==> src/rtl/i2c_sync.sv <==
// i2c_sync: pad-side conditioner for an I2C slave/monitor.
// Each raw line (SDA, SCL) is synchronized through SYNC_STAGES flops and then
// passes through a glitch filter. A level has to stay different from the
// filtered level for FILTER_LEN consecutive cycles before the filtered level
// follows it. The bus conditions are decoded from the current and the previous
// filtered levels, and each one is driven out as a registered one-cycle pulse.
//
// Ports:
//   clk          - system clock (rising edge)
//   rst          - asynchronous active-high reset (bus idles high)
//   sda_in       - raw SDA pin, asynchronous to clk
//   scl_in       - raw SCL pin, asynchronous to clk
//   sda_out      - filtered SDA level
//   scl_out      - filtered SCL level
//   start_out    - one-cycle pulse on START (SDA falls while SCL is stable high)
//   stop_out     - one-cycle pulse on STOP  (SDA rises while SCL is stable high)
//   scl_rise_out - one-cycle pulse on filtered SCL 0->1
//   scl_fall_out - one-cycle pulse on filtered SCL 1->0
module i2c_sync #(
  parameter int SYNC_STAGES = 2,
  parameter int FILTER_LEN  = 2
) (
  input  logic clk,
  input  logic rst,
  input  logic sda_in,
  input  logic scl_in,
  output logic sda_out,
  output logic scl_out,
  output logic start_out,
  output logic stop_out,
  output logic scl_rise_out,
  output logic scl_fall_out
);

  localparam int CW = $clog2(FILTER_LEN + 1);
  localparam logic [CW-1:0] CNT_LAST = CW'(FILTER_LEN - 1);

  logic [SYNC_STAGES-1:0] sda_sync_q, scl_sync_q;
  logic                   sda_s, scl_s;

  logic          sda_f_q, sda_f_d, scl_f_q, scl_f_d;
  logic [CW-1:0] sda_cnt_q, sda_cnt_d, scl_cnt_q, scl_cnt_d;
  logic          sda_past_q, scl_past_q;

  logic start_q, stop_q, rise_q, fall_q;
  logic start_d, stop_d, rise_d, fall_d;

  assign sda_s = sda_sync_q[SYNC_STAGES-1];
  assign scl_s = scl_sync_q[SYNC_STAGES-1];

  // Synchronizer chains: the raw pin enters at bit 0, the stable copy leaves
  // from the top bit.
  always_ff @(posedge clk or posedge rst) begin
    if (rst) begin
      sda_sync_q <= '1;
      scl_sync_q <= '1;
    end else begin
      sda_sync_q <= {sda_sync_q[SYNC_STAGES-2:0], sda_in};
      scl_sync_q <= {scl_sync_q[SYNC_STAGES-2:0], scl_in};
    end
  end

  // Glitch filters. The counter runs only while the synchronized level
  // disagrees with the filtered level. Any return to agreement clears it, so
  // a pulse shorter than FILTER_LEN cycles is dropped.
  always_comb begin
    sda_f_d   = sda_f_q;
    sda_cnt_d = '0;
    if (sda_s != sda_f_q) begin
      if (sda_cnt_q == CNT_LAST) begin
        sda_f_d = sda_s;
      end else begin
        sda_cnt_d = sda_cnt_q + CW'(1);
      end
    end
  end

  always_comb begin
    scl_f_d   = scl_f_q;
    scl_cnt_d = '0;
    if (scl_s != scl_f_q) begin
      if (scl_cnt_q == CNT_LAST) begin
        scl_f_d = scl_s;
      end else begin
        scl_cnt_d = scl_cnt_q + CW'(1);
      end
    end
  end

  // Condition decode on (current, previous) filtered levels. START and STOP
  // both need SCL high in both samples. That makes them exclusive of the SCL
  // edge pulses, and it suppresses them when both lines move in the same cycle.
  always_comb begin
    start_d = scl_f_q & scl_past_q & ~sda_f_q &  sda_past_q;
    stop_d  = scl_f_q & scl_past_q &  sda_f_q & ~sda_past_q;
    rise_d  =  scl_f_q & ~scl_past_q;
    fall_d  = ~scl_f_q &  scl_past_q;
  end

  always_ff @(posedge clk or posedge rst) begin
    if (rst) begin
      sda_f_q    <= 1'b1;
      scl_f_q    <= 1'b1;
      sda_cnt_q  <= '0;
      scl_cnt_q  <= '0;
      sda_past_q <= 1'b1;
      scl_past_q <= 1'b1;
      start_q    <= 1'b0;
      stop_q     <= 1'b0;
      rise_q     <= 1'b0;
      fall_q     <= 1'b0;
    end else begin
      sda_f_q    <= sda_f_d;
      scl_f_q    <= scl_f_d;
      sda_cnt_q  <= sda_cnt_d;
      scl_cnt_q  <= scl_cnt_d;
      sda_past_q <= sda_f_q;
      scl_past_q <= scl_f_q;
      start_q    <= start_d;
      stop_q     <= stop_d;
      rise_q     <= rise_d;
      fall_q     <= fall_d;
    end
  end

  assign sda_out      = sda_f_q;
  assign scl_out      = scl_f_q;
  assign start_out    = start_q;
  assign stop_out     = stop_q;
  assign scl_rise_out = rise_q;
  assign scl_fall_out = fall_q;

endmodule

==> config.mk <==
export PLATFORM = sky130hd
export DESIGN_NAME = i2c_sync
export DESIGN_NICKNAME = d
export VERILOG_FILES = /design/src/rtl/i2c_sync.sv
export SDC_FILE = /design/constraint.sdc
export NUM_CORES = 1
export LEC_CHECK = 0
export BUFFER_PORTS_ARGS = -buffer_cell sky130_fd_sc_hd__buf_4
export CAP_MARGIN = 15
export CORE_AREA = 2 2 39 41
export CTS_CLUSTER_DIAMETER = 50
export DETAILED_ROUTE_END_ITERATION = 12
export DIE_AREA = 0 0 41 43
export GPL_TIMING_DRIVEN = 0
export PLACE_DENSITY = 0.65
export SYNTH_ARGS = -nofsm -noshare
export SYNTH_HDL_FRONTEND = slang
export SYNTH_SLANG_ARGS = --single-unit
==> constraint.sdc <==
create_clock -name clk -period 1.6 [get_ports clk]
set_clock_uncertainty 0.2 [all_clocks]
set_input_delay 0.08 -clock clk [delete_from_list [all_inputs] [get_ports clk]]
set_output_delay 0.08 -clock clk [all_outputs]
set_load 0.02 [all_outputs]
# Word level (Yosys, flattened, before mapping)
# Index checks and enable logic that the tools add are counted.
[totals] regBits=16 elab_cells=35 out_inout_bits=6
[op_classes] addsub=2 mux=4 n_eq_ne=4 n_reduce_logical=2 n_bitwise=11
[ops] op="$mux 2" count=4
[ops] op="$and 1x1->1" count=7
[ops] op="$add 2x1->2 const B" count=2
[ops] op="$eq 2x1->1 const B" count=2
[ops] op="$not 1->1" count=4
[ops] op="$reduce_and 2->1" count=2
[ops] op="$ne 1x1->1" count=2

# Depth between registers and ports, before layout
# Gate-level depths: netlist of run 1.
[logic_depth] word_depth=3 depth_mapped=2 ltp_nobuf=2

# Worst setup path before layout of run 1
# OpenSTA, ideal clock, no wires.
[synth_timing] kind="reg2reg" start="register scl_f_q, in the netlist scl_out" end="register scl_cnt_q[1]" path_stages_with_launch=3 slack_ps=433 setup_time_ps=126 required_time_ps=1274 arrival_ps=841 synth_period_minus_slack_ps=1167 path_buffers=0 cell_sequence="dfstp_2 -> xnor2_1 -> nor3b_2"
[synth_between] elab_chain_cells=2
[synth_lines] item="start, declared" line_no="41" source="logic sda_f_q, sda_f_d, scl_f_q, scl_f_d;"
[synth_lines] item="start signal, assigned" line_no="114" source="scl_f_q <= scl_f_d;"
[synth_lines] item="$ne 1x1->1" line_no="81" source="if (scl_s != scl_f_q) begin"
[synth_lines] item="$mux 2" line_no="81"
[synth_lines] item="named net scl_cnt_d[1]" line_no="42" source="logic [CW-1:0] sda_cnt_q, sda_cnt_d, scl_cnt_q, scl_cnt_d;"
[synth_lines] item="end signal, assigned" line_no="116" source="scl_cnt_q <= scl_cnt_d;"
[synth_lines] item="end, declared" line_no="42"
# The timed path passes the listed nets, and every way through them passes these cells.
# A chain may end at the register's enable or synchronous reset.

# Worst setup path in the final report of run 1
[layout_timing] start="register scl_f_q, in the netlist scl_out" end="output scl_out"
[layout_lines] item="end, declared" line_no="28" source="output logic scl_out,"
# No word-level cell between the ends.

==> results of run 1 <==
## timing repair
action                                 in CTS  in global routing
buffers inserted                            0                  0
endpoints found under the hold margin      10                  0
hold buffers                                3                  0
setup endpoints to repair                   0                  0
## sequential cells by signal (all words and copies together) (netlist names)
register	count
scl_fall_out	1
stop_out	1
scl_rise_out	1
scl_out	1
sda_sync_q	2
start_out	1
scl_sync_q	2
sda_out	1
sda_past_q	1
scl_past_q	1
sda_cnt_q	2
scl_cnt_q	2
## metal layers
| metal | vias up | part of all wire (%) | track usage [%] |
|---|---|---|---|
| li1 | 133 | - | - |
| met4 | 0 | 0.85 | 8.00 |
| met3 | 2 | 5.8 | 3.14 |
| met1 | 139 | 35 | 9.51 |
| met5 | - | 0 | 0 |
| met2 | 10 | 57 | 18.8 |
## report_power, final
group | internal, uW | total (uW) | switching, uW
sequential | 566 | 658 | 92.0
clock | 138 | 254 | 115
combinational | 196 | 371 | 175
total | 900 | 1280 | 383
## cell type report
cell class	instances	area, um^2	area share (%)
multi-input combinational	15	124	17.9
clock buffer	4	36.3	5.24
sequential	16	410	59.3
timing repair buffer	12	97.6	14.1
inverter	1	3.75	0.542
tap	16	20.0	2.89
## worst min path at each step
stage | end | start
floorplan | scl_cnt_q[0]$_DFF_PP0_ | rst
global placement | sda_cnt_q[1]$_DFF_PP0_ | rst
detailed placement | scl_cnt_q[0]$_DFF_PP0_ | rst
CTS | scl_sync_q[1]$_DFF_PP1_ | scl_sync_q[0]$_DFF_PP1_
global route | scl_sync_q[1]$_DFF_PP1_ | scl_sync_q[0]$_DFF_PP1_
finish | scl_sync_q[1]$_DFF_PP1_ | scl_sync_q[0]$_DFF_PP1_
## cell usage in the layout (no fill, tap or decap), types with 2 or more instances in the layout
cell type	count
buf_4	9
dfrtp_1	8
xnor2_1	2
nor2_1	2
clkbuf_4	3
dlygate4sd3_1	3
dfstp_2	8
nor3b_1	3
## logic make-up after synthesis
group | Yosys count | share of synthesized area, %
DFF | 16 | 76.3
buffers and inverters | 1 | 0.697
muxes | 2 | 4.88
xor gates and xnor gates | 2 | 3.26
and+or+nand+nor | 11 | 14.9
## through the flow
| stage | hold slack [ns] | power [uW] | std cells |
|---|---|---|---|
| floorplan | -0.212 | 889 | 32 |
| global placement | -0.0567 | 1010 | 57 |
| detailed placement | -0.0275 | 1040 | 57 |
| CTS | 0.162 | 1300 | 64 |
| global route | 0.164 | 1360 | 64 |
| finish | 0.161 | 1280 | 64 |
==> results.sh, run 1 <==
export IMPL_outcome="finished clean"
export IMPL_reg2reg_to="stop_out$_DFF_PP0_"
export IMPL_maxSlewViolCount=0
export IMPL_htree_levels=1
export IMPL_die_h_um=43
export IMPL_clkTransAtPathRegs_ns=0.09
export IMPL_vias_per_cell=4.44
export IMPL_p_leak_uw=0.000319
export IMPL_worst_r2r_cell_count=2
export IMPL_cts_sinks=16
export IMPL_slew_headroom_pct=63.5
export IMPL_syn_inst=32
export IMPL_path_buf_inv=1
export IMPL_fin_tns_setup_ns=0
export IMPL_fin_area_um2=692
export IMPL_async_reset_ff_share_pct=100
export IMPL_crit_end="scl_out"
export IMPL_dp_hpwl_um=536
export IMPL_io_buffer_count=9
export IMPL_cts_root_buf="clkbuf_4"
export IMPL_rows=14
export IMPL_drtIter0Drc=5
export IMPL_path_cells="buf_4"
export IMPL_slowest_stage="dfstp_2"
export IMPL_critPathArrivalTime_ns=1.04
export IMPL_endpoint_kind="output port"
export IMPL_worstSetupPathType="flip-flop to output port"
export IMPL_pin_count=10
export IMPL_die_w_um=41
export IMPL_setup_viol=0
export IMPL_n_fill_cell=126
export IMPL_post_dp_cell_area_um2=626
export IMPL_num_nets_final=53
export IMPL_dieArea_um2=1760
export IMPL_hp_class="flip-flop to flip-flop"
export IMPL_cp_top_family="flip-flops"
export IMPL_setup_slack_ns=0.279
export IMPL_drt_wl_total_um=708
export IMPL_drc=0
export IMPL_start_kind="flip-flop"
export IMPL_cts_resized=0
export IMPL_grt_pass1_vias=304
export IMPL_antenna_found_initial=0
export IMPL_dp_slack_ns=0.430
export IMPL_synthesis_area_um2=538
export IMPL_period_minus_slack_ns=1.32
export IMPL_ys_top_cells_by_count="8 x dfrtp_1, 8 x dfstp_2, 3 x nor3b_1, 2 x nor2_1, 2 x xnor2_1"
export IMPL_n_antenna_cell=0
export IMPL_clockBufferDepth=2
export IMPL_max_freq_ghz=0.757
export IMPL_grt_first_pass_wirelength_um=1180
export IMPL_synth_area_leaders="dfstp_2 39%, dfrtp_1 37%, nor3b_1 4.2%"
export IMPL_p_per_area_nw_per_um2=1850
export IMPL_grt_overflow=0
export IMPL_cts_tree="yes"
export IMPL_cts_buffers=3
export IMPL_synth_top_cell_by_area="dfstp_2"
export IMPL_final_util_pct=50.0
export IMPL_startpoint="scl_out$_DFFE_PP1P_"
export IMPL_start_util_pct=38.9
export IMPL_core_area_um2=1380
export IMPL_postSynthAreaPerCell_um2=16.8
export IMPL_synth_seq_cells=16
export IMPL_rrSetupSlack_ns=0.42
export IMPL_synth_edf_count=0
export IMPL_worst_pin_slew_ns=0.547
export IMPL_cp_max_fo=7
export IMPL_rsz0062_at_grt="no"
export IMPL_hold_path_depth=0
export IMPL_wire_per_inst_um=11.1
export IMPL_r2r_start="scl_out$_DFFE_PP1P_"
export IMPL_antenna_left=0
export IMPL_yosysSeqAreaShare_pct=76.3
export IMPL_clock_latency_ns=0.27
export IMPL_gp_congestion=0.667
export IMPL_synth_top_area_share_pct=39.1
export IMPL_synth_flop_cell="dfstp_2"
export IMPL_hold_viol=0
export IMPL_slowest_delay_ns=0.60
export IMPL_syn_num_nets=36
export IMPL_yosys_warnings=0
export IMPL_grt_use_total_pct=10.8
export IMPL_post_route_period_util_pct=82.6
export IMPL_irDropWorstVdd_mv=0.640
export IMPL_critPathRequiredTime_ns=1.32
export IMPL_cp_num_cells=1
export IMPL_synthToLayoutAreaGrowth_pct=28.6
export IMPL_ys_types=14
export IMPL_grt_max_degree=17
export IMPL_drv_cap=0
export IMPL_vias=284
export IMPL_drive_gt1_share_pct=52.1
export IMPL_dr_pass1_iters=4
Power figures use the tool's default switching activity.
==> run 2, diff against run 1 <==
--- a/config.mk
+++ b/config.mk
@@ -5,6 +5,7 @@
 export SDC_FILE = /design/constraint.sdc
 export NUM_CORES = 1
 export LEC_CHECK = 0
+export ABC_AREA = 1
 export BUFFER_PORTS_ARGS = -buffer_cell sky130_fd_sc_hd__buf_4
 export CAP_MARGIN = 15
 export CORE_AREA = 2 2 39 41
@@ -12,7 +13,7 @@
 export DETAILED_ROUTE_END_ITERATION = 12
 export DIE_AREA = 0 0 41 43
 export GPL_TIMING_DRIVEN = 0
-export PLACE_DENSITY = 0.65
+export PLACE_DENSITY = 0.7
 export SYNTH_ARGS = -nofsm -noshare
 export SYNTH_HDL_FRONTEND = slang
 export SYNTH_SLANG_ARGS = --single-unit
==> constraint.sdc (replaced) <==
create_clock -name clk -period 1.2 [get_ports clk]
set_clock_uncertainty 0.2 [all_clocks]
set_input_delay 0.06 -clock clk [delete_from_list [all_inputs] [get_ports clk]]
set_output_delay 0.06 -clock clk [all_outputs]
set_load 0.02 [all_outputs]
==> run 2 against run 1 <==
Net effect:
- the run now ends with setup timing left
- sequential share of layout area decreased by 6.0 points
- highest routed layer unchanged
- largest cell class unchanged
- area after synthesis increased by 5.6%
- critical path type unchanged
- utilization is 5.6 points higher
==> results.sh, run 2 <==
export IMPL_grt_first_pass_wirelength_um=1320
export IMPL_critPathArrivalTime_ns=0.96
export IMPL_synth_top_cell_by_area="dfstp_2"
export IMPL_post_route_period_util_pct=102
export IMPL_rows=14
export IMPL_core_area_um2=1380
export IMPL_clkTransAtPathRegs_ns=0.09
export IMPL_vias_per_cell=4.30
export IMPL_synth_flop_cell="dfstp_2"
export IMPL_setup_slack_ns=-0.0184
export IMPL_synth_top_area_share_pct=37.0
export IMPL_synth_seq_cells=16
export IMPL_slowest_stage="dfstp_2"
export IMPL_synth_most_common_cell="nand2_1"
export IMPL_period_minus_slack_ns=1.22
export IMPL_maxSlewViolCount=0
export IMPL_synth_edf_count=0
export IMPL_start_kind="flip-flop"
export IMPL_clockBufferDepth=2
export IMPL_synthToLayoutAreaGrowth_pct=35.5
export IMPL_dieArea_um2=1760
export IMPL_io_buffer_count=9
export IMPL_gp_congestion=0.685
export IMPL_dp_slack_ns=0.0949
export IMPL_wire_per_inst_um=9.28
export IMPL_drtIter0Drc=1
export IMPL_p_per_area_nw_per_um2=2430
export IMPL_drt_wl_total_um=807
export IMPL_finalPower_uw=1870
export IMPL_postSynthAreaPerCell_um2=10.9
export IMPL_drive_gt1_share_pct=47.9
export IMPL_n_antenna_cell=0
export IMPL_cts_buffers=3
export IMPL_slowest_delay_ns=0.56
export IMPL_grt_use_total_pct=11.9
export IMPL_worst_pin_slew_ns=0.573
export IMPL_antenna_left=0
export IMPL_cts_tree="yes"
export IMPL_yosysSeqAreaShare_pct=72.2
export IMPL_num_nets_final=76
export IMPL_hold_viol=0
export IMPL_cp_top_family="flip-flops"
export IMPL_violations="setup timing"
export IMPL_ys_top_cells_by_count="12 x nand2_1, 8 x dfrtp_1, 8 x dfstp_2, 7 x inv_1, 6 x nor2_1"
export IMPL_hp_class="flip-flop to flip-flop"
export IMPL_slew_headroom_pct=61.8
export IMPL_final_cell_mix="10 x nand2_1, 8 x buf_4, 8 x dfrtp_1, 8 x dfstp_2, 7 x inv_1"
export IMPL_cts_root_buf="clkbuf_4"
export IMPL_die_h_um=43
export IMPL_final_util_pct=55.6
export IMPL_setup_viol=2
export IMPL_pin_count=10
export IMPL_yosys_warnings=0
export IMPL_holdWs_ns=0.159
export IMPL_path_cells="buf_6"
export IMPL_max_freq_ghz=0.821
export IMPL_synth_area_leaders="dfstp_2 37%, dfrtp_1 35%, nand2_1 7.9%"
export IMPL_synthesis_area_um2=568
export IMPL_cts_sinks=16
export IMPL_outcome="finished, violations left"
export IMPL_worstSetupPathType="flip-flop to output port"
export IMPL_vias=374
export IMPL_syn_num_nets=56
export IMPL_htree_levels=1
export IMPL_path_buf_inv=1
export IMPL_cp_max_fo=2
export IMPL_grt_max_degree=17
export IMPL_drc=0
export IMPL_irDropWorstVdd_mv=1.01
export IMPL_syn_inst=52
export IMPL_rsz0062_at_grt="yes"
export IMPL_endpoint_kind="output port"
export IMPL_dp_hpwl_um=512
export IMPL_clock_latency_ns=0.28
export IMPL_drv_cap=0
export IMPL_grt_overflow=0
export IMPL_async_reset_ff_share_pct=100
export IMPL_ys_types=13
export IMPL_n_fill_cell=130
export IMPL_antenna_found_initial=0
export IMPL_dr_pass1_iters=2
export IMPL_layout_commonest_cell="nand2_1"
export IMPL_start_util_pct=41.0
export IMPL_grt_pass1_vias=338
export IMPL_p_leak_uw=0.000391
export IMPL_critPathRequiredTime_ns=0.94
export IMPL_die_w_um=41
export IMPL_fin_tns_setup_ns=-0.0267
## run 2: cell count changes after synthesis, moves of 3 or more
cell / change
nor3b_1: -3
nand2_1: +11
nor2_1: +4
inv_1: +6
## run 2: what timing repair did
item	CTS	global route
pin swaps	1	4
setup buffers	2	1
setup endpoints to repair	2	6
resized for setup	2	6
hold endpoints to repair	10	0
hold buffers	3	0
## run 2: logic make-up after synthesis
logic type / after synthesis / share of synthesized area (%)
buffers and inverters: 10 / 6.83
DFF: 16 / 72.2
and+or+nand+nor: 26 / 20.9
## run 2: layer usage
| metal | part of all wire [%] | routed length [um] | global-route usage (%) | up-vias |
|---|---|---|---|---|
| met4 | 1.1 | 9 | 10.0 | 0 |
| met1 | 45 | 361 | 16.0 | 176 |
| met2 | 49 | 397 | 14.4 | 9 |
| met3 | 4.8 | 39 | 4.71 | 2 |
| li1 | - | - | - | 187 |
| met5 | 0 | 0 | 0 | - |
## run 2: path summary, 6_finish.rpt
kind                                    startpoint                 endpoint  slack (ns)  cells after the start
min                        sda_sync_q[0]$_DFF_PP1_  sda_sync_q[1]$_DFF_PP1_        0.16                      0
max in group asynchronous                      rst      scl_out$_DFFE_PP1P_        0.24                      3
min in group asynchronous                      rst   sda_cnt_q[0]$_DFF_PP0_        0.18                      3
min reg2reg                sda_sync_q[0]$_DFF_PP1_  sda_sync_q[1]$_DFF_PP1_        0.16                      0
max                            sda_out$_DFFE_PP1P_                  sda_out       -0.02                      1
max reg2reg                    sda_out$_DFFE_PP1P_   sda_cnt_q[1]$_DFF_PP0_        0.02                      5
## run 2: worst register-to-register path, delay by kind of cell (launching register included)
kind,cells,cell delay [ns]
and+or+nand+nor,3,0.21
DFF,1,0.56
buffers and inverters,2,0.15
## run 2: layout make-up
cell class	instances	area (um^2)	area share (%)
Sequential cell	16	410	53.3
Tap cell	16	20.0	2.60
Inverter	10	41.3	5.37
Timing Repair Buffer	15	135	17.6
Clock buffer	4	36.3	4.72
Multi-Input combinational cell	26	126	16.4
## run 2: where the power goes
part | total (uW) | internal [uW] | switching [uW]
Sequential | 844 | 751 | 93.4
Combinational | 673 | 317 | 356
Clock | 353 | 185 | 168
Total | 1870 | 1250 | 617
## run 2: stage by stage
| step | cell area (um^2) | instances |
|---|---|---|
| after floorplan | 568 | 52 |
| after global placement | 656 | 77 |
| after detailed placement | 656 | 77 |
| after CTS | 744 | 86 |
| after global routing | 769 | 87 |
| final | 769 | 87 |
==> run 3, diff against run 2 <==
--- a/config.mk
+++ b/config.mk
@@ -14,6 +14,7 @@
 export DIE_AREA = 0 0 41 43
 export GPL_TIMING_DRIVEN = 0
 export PLACE_DENSITY = 0.7
+export SETUP_SLACK_MARGIN = 0.1
 export SYNTH_ARGS = -nofsm -noshare
 export SYNTH_HDL_FRONTEND = slang
 export SYNTH_SLANG_ARGS = --single-unit
==> run 3 against run 2 <==
Net effect:
- largest power group unchanged
- via count fell by 1.3%
- flip-flop and latch count did not move
- critical endpoint is now scl_out
- critical path depth did not move
- the run now ends clean
==> results.sh, run 3 (synthesis results as in run 2) <==
export IMPL_setup_viol=0
export IMPL_core_area_um2=1380
export IMPL_antenna_found_initial=0
export IMPL_p_per_area_nw_per_um2=2380
export IMPL_post_route_period_util_pct=99.5
export IMPL_dp_hpwl_um=489
export IMPL_endpoint_kind="output port"
export IMPL_worst_pin_slew_ns=0.338
export IMPL_worstSetupPathType="flip-flop to output port"
export IMPL_grt_use_total_pct=10.8
export IMPL_drv_cap=0
export IMPL_pin_count=10
export IMPL_outcome="finished clean"
export IMPL_irDropWorstVdd_mv=0.869
export IMPL_cts_root_buf="clkbuf_4"
export IMPL_grt_max_degree=17
export IMPL_sw_frac_of_total_pct=34.6
export IMPL_critPathRequiredTime_ns=0.94
export IMPL_cp_top_family="flip-flops"
export IMPL_hold_viol=0
export IMPL_dr_pass1_iters=1
export IMPL_seqPwrFrac_pct=46.0
export IMPL_setup_slack_ns=0.00582
export IMPL_final_cell_mix="9 x nand2_2, 8 x buf_4, 8 x dfrtp_1, 8 x dfstp_2"
export IMPL_antenna_left=0
export IMPL_clockBufferDepth=2
export IMPL_io_buffer_count=9
export IMPL_wire_per_inst_um=8.93
export IMPL_die_w_um=41
export IMPL_drive_gt1_share_pct=60.0
export IMPL_clock_latency_ns=0.27
export IMPL_path_cells="buf_6"
export IMPL_p_comb_share_pct=40.2
export IMPL_pwr_share_clk_pct=13.8
export IMPL_p_leak_uw=0.000378
export IMPL_layout_commonest_cell="nand2_2"
export IMPL_vias_per_cell=4.29
export IMPL_grt_first_pass_wirelength_um=1230
export IMPL_vias=369
export IMPL_cp_max_fo=2
export IMPL_maxSlewViolCount=0
export IMPL_num_nets_final=76
export IMPL_n_antenna_cell=0
export IMPL_holdWs_ns=0.115
export IMPL_slew_headroom_pct=77.4
export IMPL_synthToLayoutAreaGrowth_pct=37.7
export IMPL_grt_overflow=0
export IMPL_start_kind="flip-flop"
export IMPL_n_fill_cell=122
export IMPL_critPathArrivalTime_ns=0.93
export IMPL_grt_pass1_vias=317
export IMPL_p_int_uw=1220
export IMPL_switchingPower_uw=643
export IMPL_rows=14
export IMPL_finalPower_uw=1860
export IMPL_cts_sinks=16
export IMPL_period_minus_slack_ns=1.19
export IMPL_slowest_stage="dfstp_2"
export IMPL_drc=0
export IMPL_rsz0062_at_grt="yes"
export IMPL_htree_levels=1
export IMPL_cts_buffers=3
export IMPL_drt_wl_total_um=768
export IMPL_gp_congestion=0.674
export IMPL_final_util_pct=56.5
export IMPL_max_freq_ghz=0.837
export IMPL_hp_class="input pin to async pin"
export IMPL_drtIter0Drc=0
export IMPL_clkTransAtPathRegs_ns=0.08
export IMPL_slowest_delay_ns=0.55
export IMPL_path_buf_inv=1
export IMPL_dp_slack_ns=0.0846
export IMPL_fin_tns_setup_ns=0
export IMPL_die_h_um=43
export IMPL_cts_tree="yes"
export IMPL_dieArea_um2=1760
export IMPL_start_util_pct=41.0
-- run 3: cell count changes in the layout (fill, tap and decap cells not counted) --
| cell | change |
|---|---|
| nor2_1 | -2 |
| nor2_2 | +2 |
| inv_1 | -2 |
| clkinvlp_4 | +1 |
| clkbuf_8 | -1 |
| inv_6 | +1 |
| nand2_1 | -5 |
| nand2_2 | +5 |
-- run 3: power by group through the flow --
stage	Sequential (uW)	Combinational [uW]	Clock (uW)
2_1_floorplan	974	212	0
3_3_place_gp	869	496	0
3_5_place_dp	877	506	0
4_1_cts	835	618	274
5_1_grt	881	826	291
6_report	856	747	256
-- run 3: worst paths after layout --
check / slack, ns / from / endpoint / cells past startpoint
max: 0.006 / scl_out$_DFFE_PP1P_ / scl_out / 1
min: 0.12 / rst / scl_cnt_q[1]$_DFF_PP0_ / 3
max reg2reg: 0.03 / scl_out$_DFFE_PP1P_ / scl_cnt_q[0]$_DFF_PP0_ / 5
min reg2reg: 0.16 / sda_sync_q[0]$_DFF_PP1_ / sda_sync_q[1]$_DFF_PP1_ / 0
max in group asynchronous: 0.41 / rst / scl_past_q$_DFF_PP1_ / 3
min in group clk: 0.16 / sda_sync_q[0]$_DFF_PP1_ / sda_sync_q[1]$_DFF_PP1_ / 0
-- run 3: tightest hold or removal path: stages --
cell           delay (ns)
dlygate4sd3_1        0.54
buf_4                0.14
clkinvlp_4           0.24
-- run 3: what timing repair did --
item / in CTS / in global routing
endpoints found under the setup margin: 4 / 15
resized for setup: 2 / 17
setup buffers: 2 / 1
endpoints found under the hold margin: 10 / 0
pin swaps: 0 / 6
hold buffers: 3 / 0
-- run 3: cell type report --
cell class	instances	area (um^2)	area share [%]
clock buffer	3	22.5	2.88
sequential	16	410	52.5
timing repair buffer	15	135	17.3
tap	16	20.0	2.56
multi-input combinational	26	144	18.4
inverter	10	50.0	6.40
-- run 3: layer usage --
metal,up-vias,GRT usage (%),routed length [um]
li1,188,-,-
met1,171,14.4,337
met2,8,14.4,388
met3,2,3.14,30
met4,0,8.00,11
met5,-,0,0
-- run 3: metrics by stage --
stage          instances  area [um^2]
2_1_floorplan         52          568
3_3_place_gp          77          656
3_5_place_dp          77          656
4_1_cts               85          731
5_1_grt               86          782
6_report              86          782
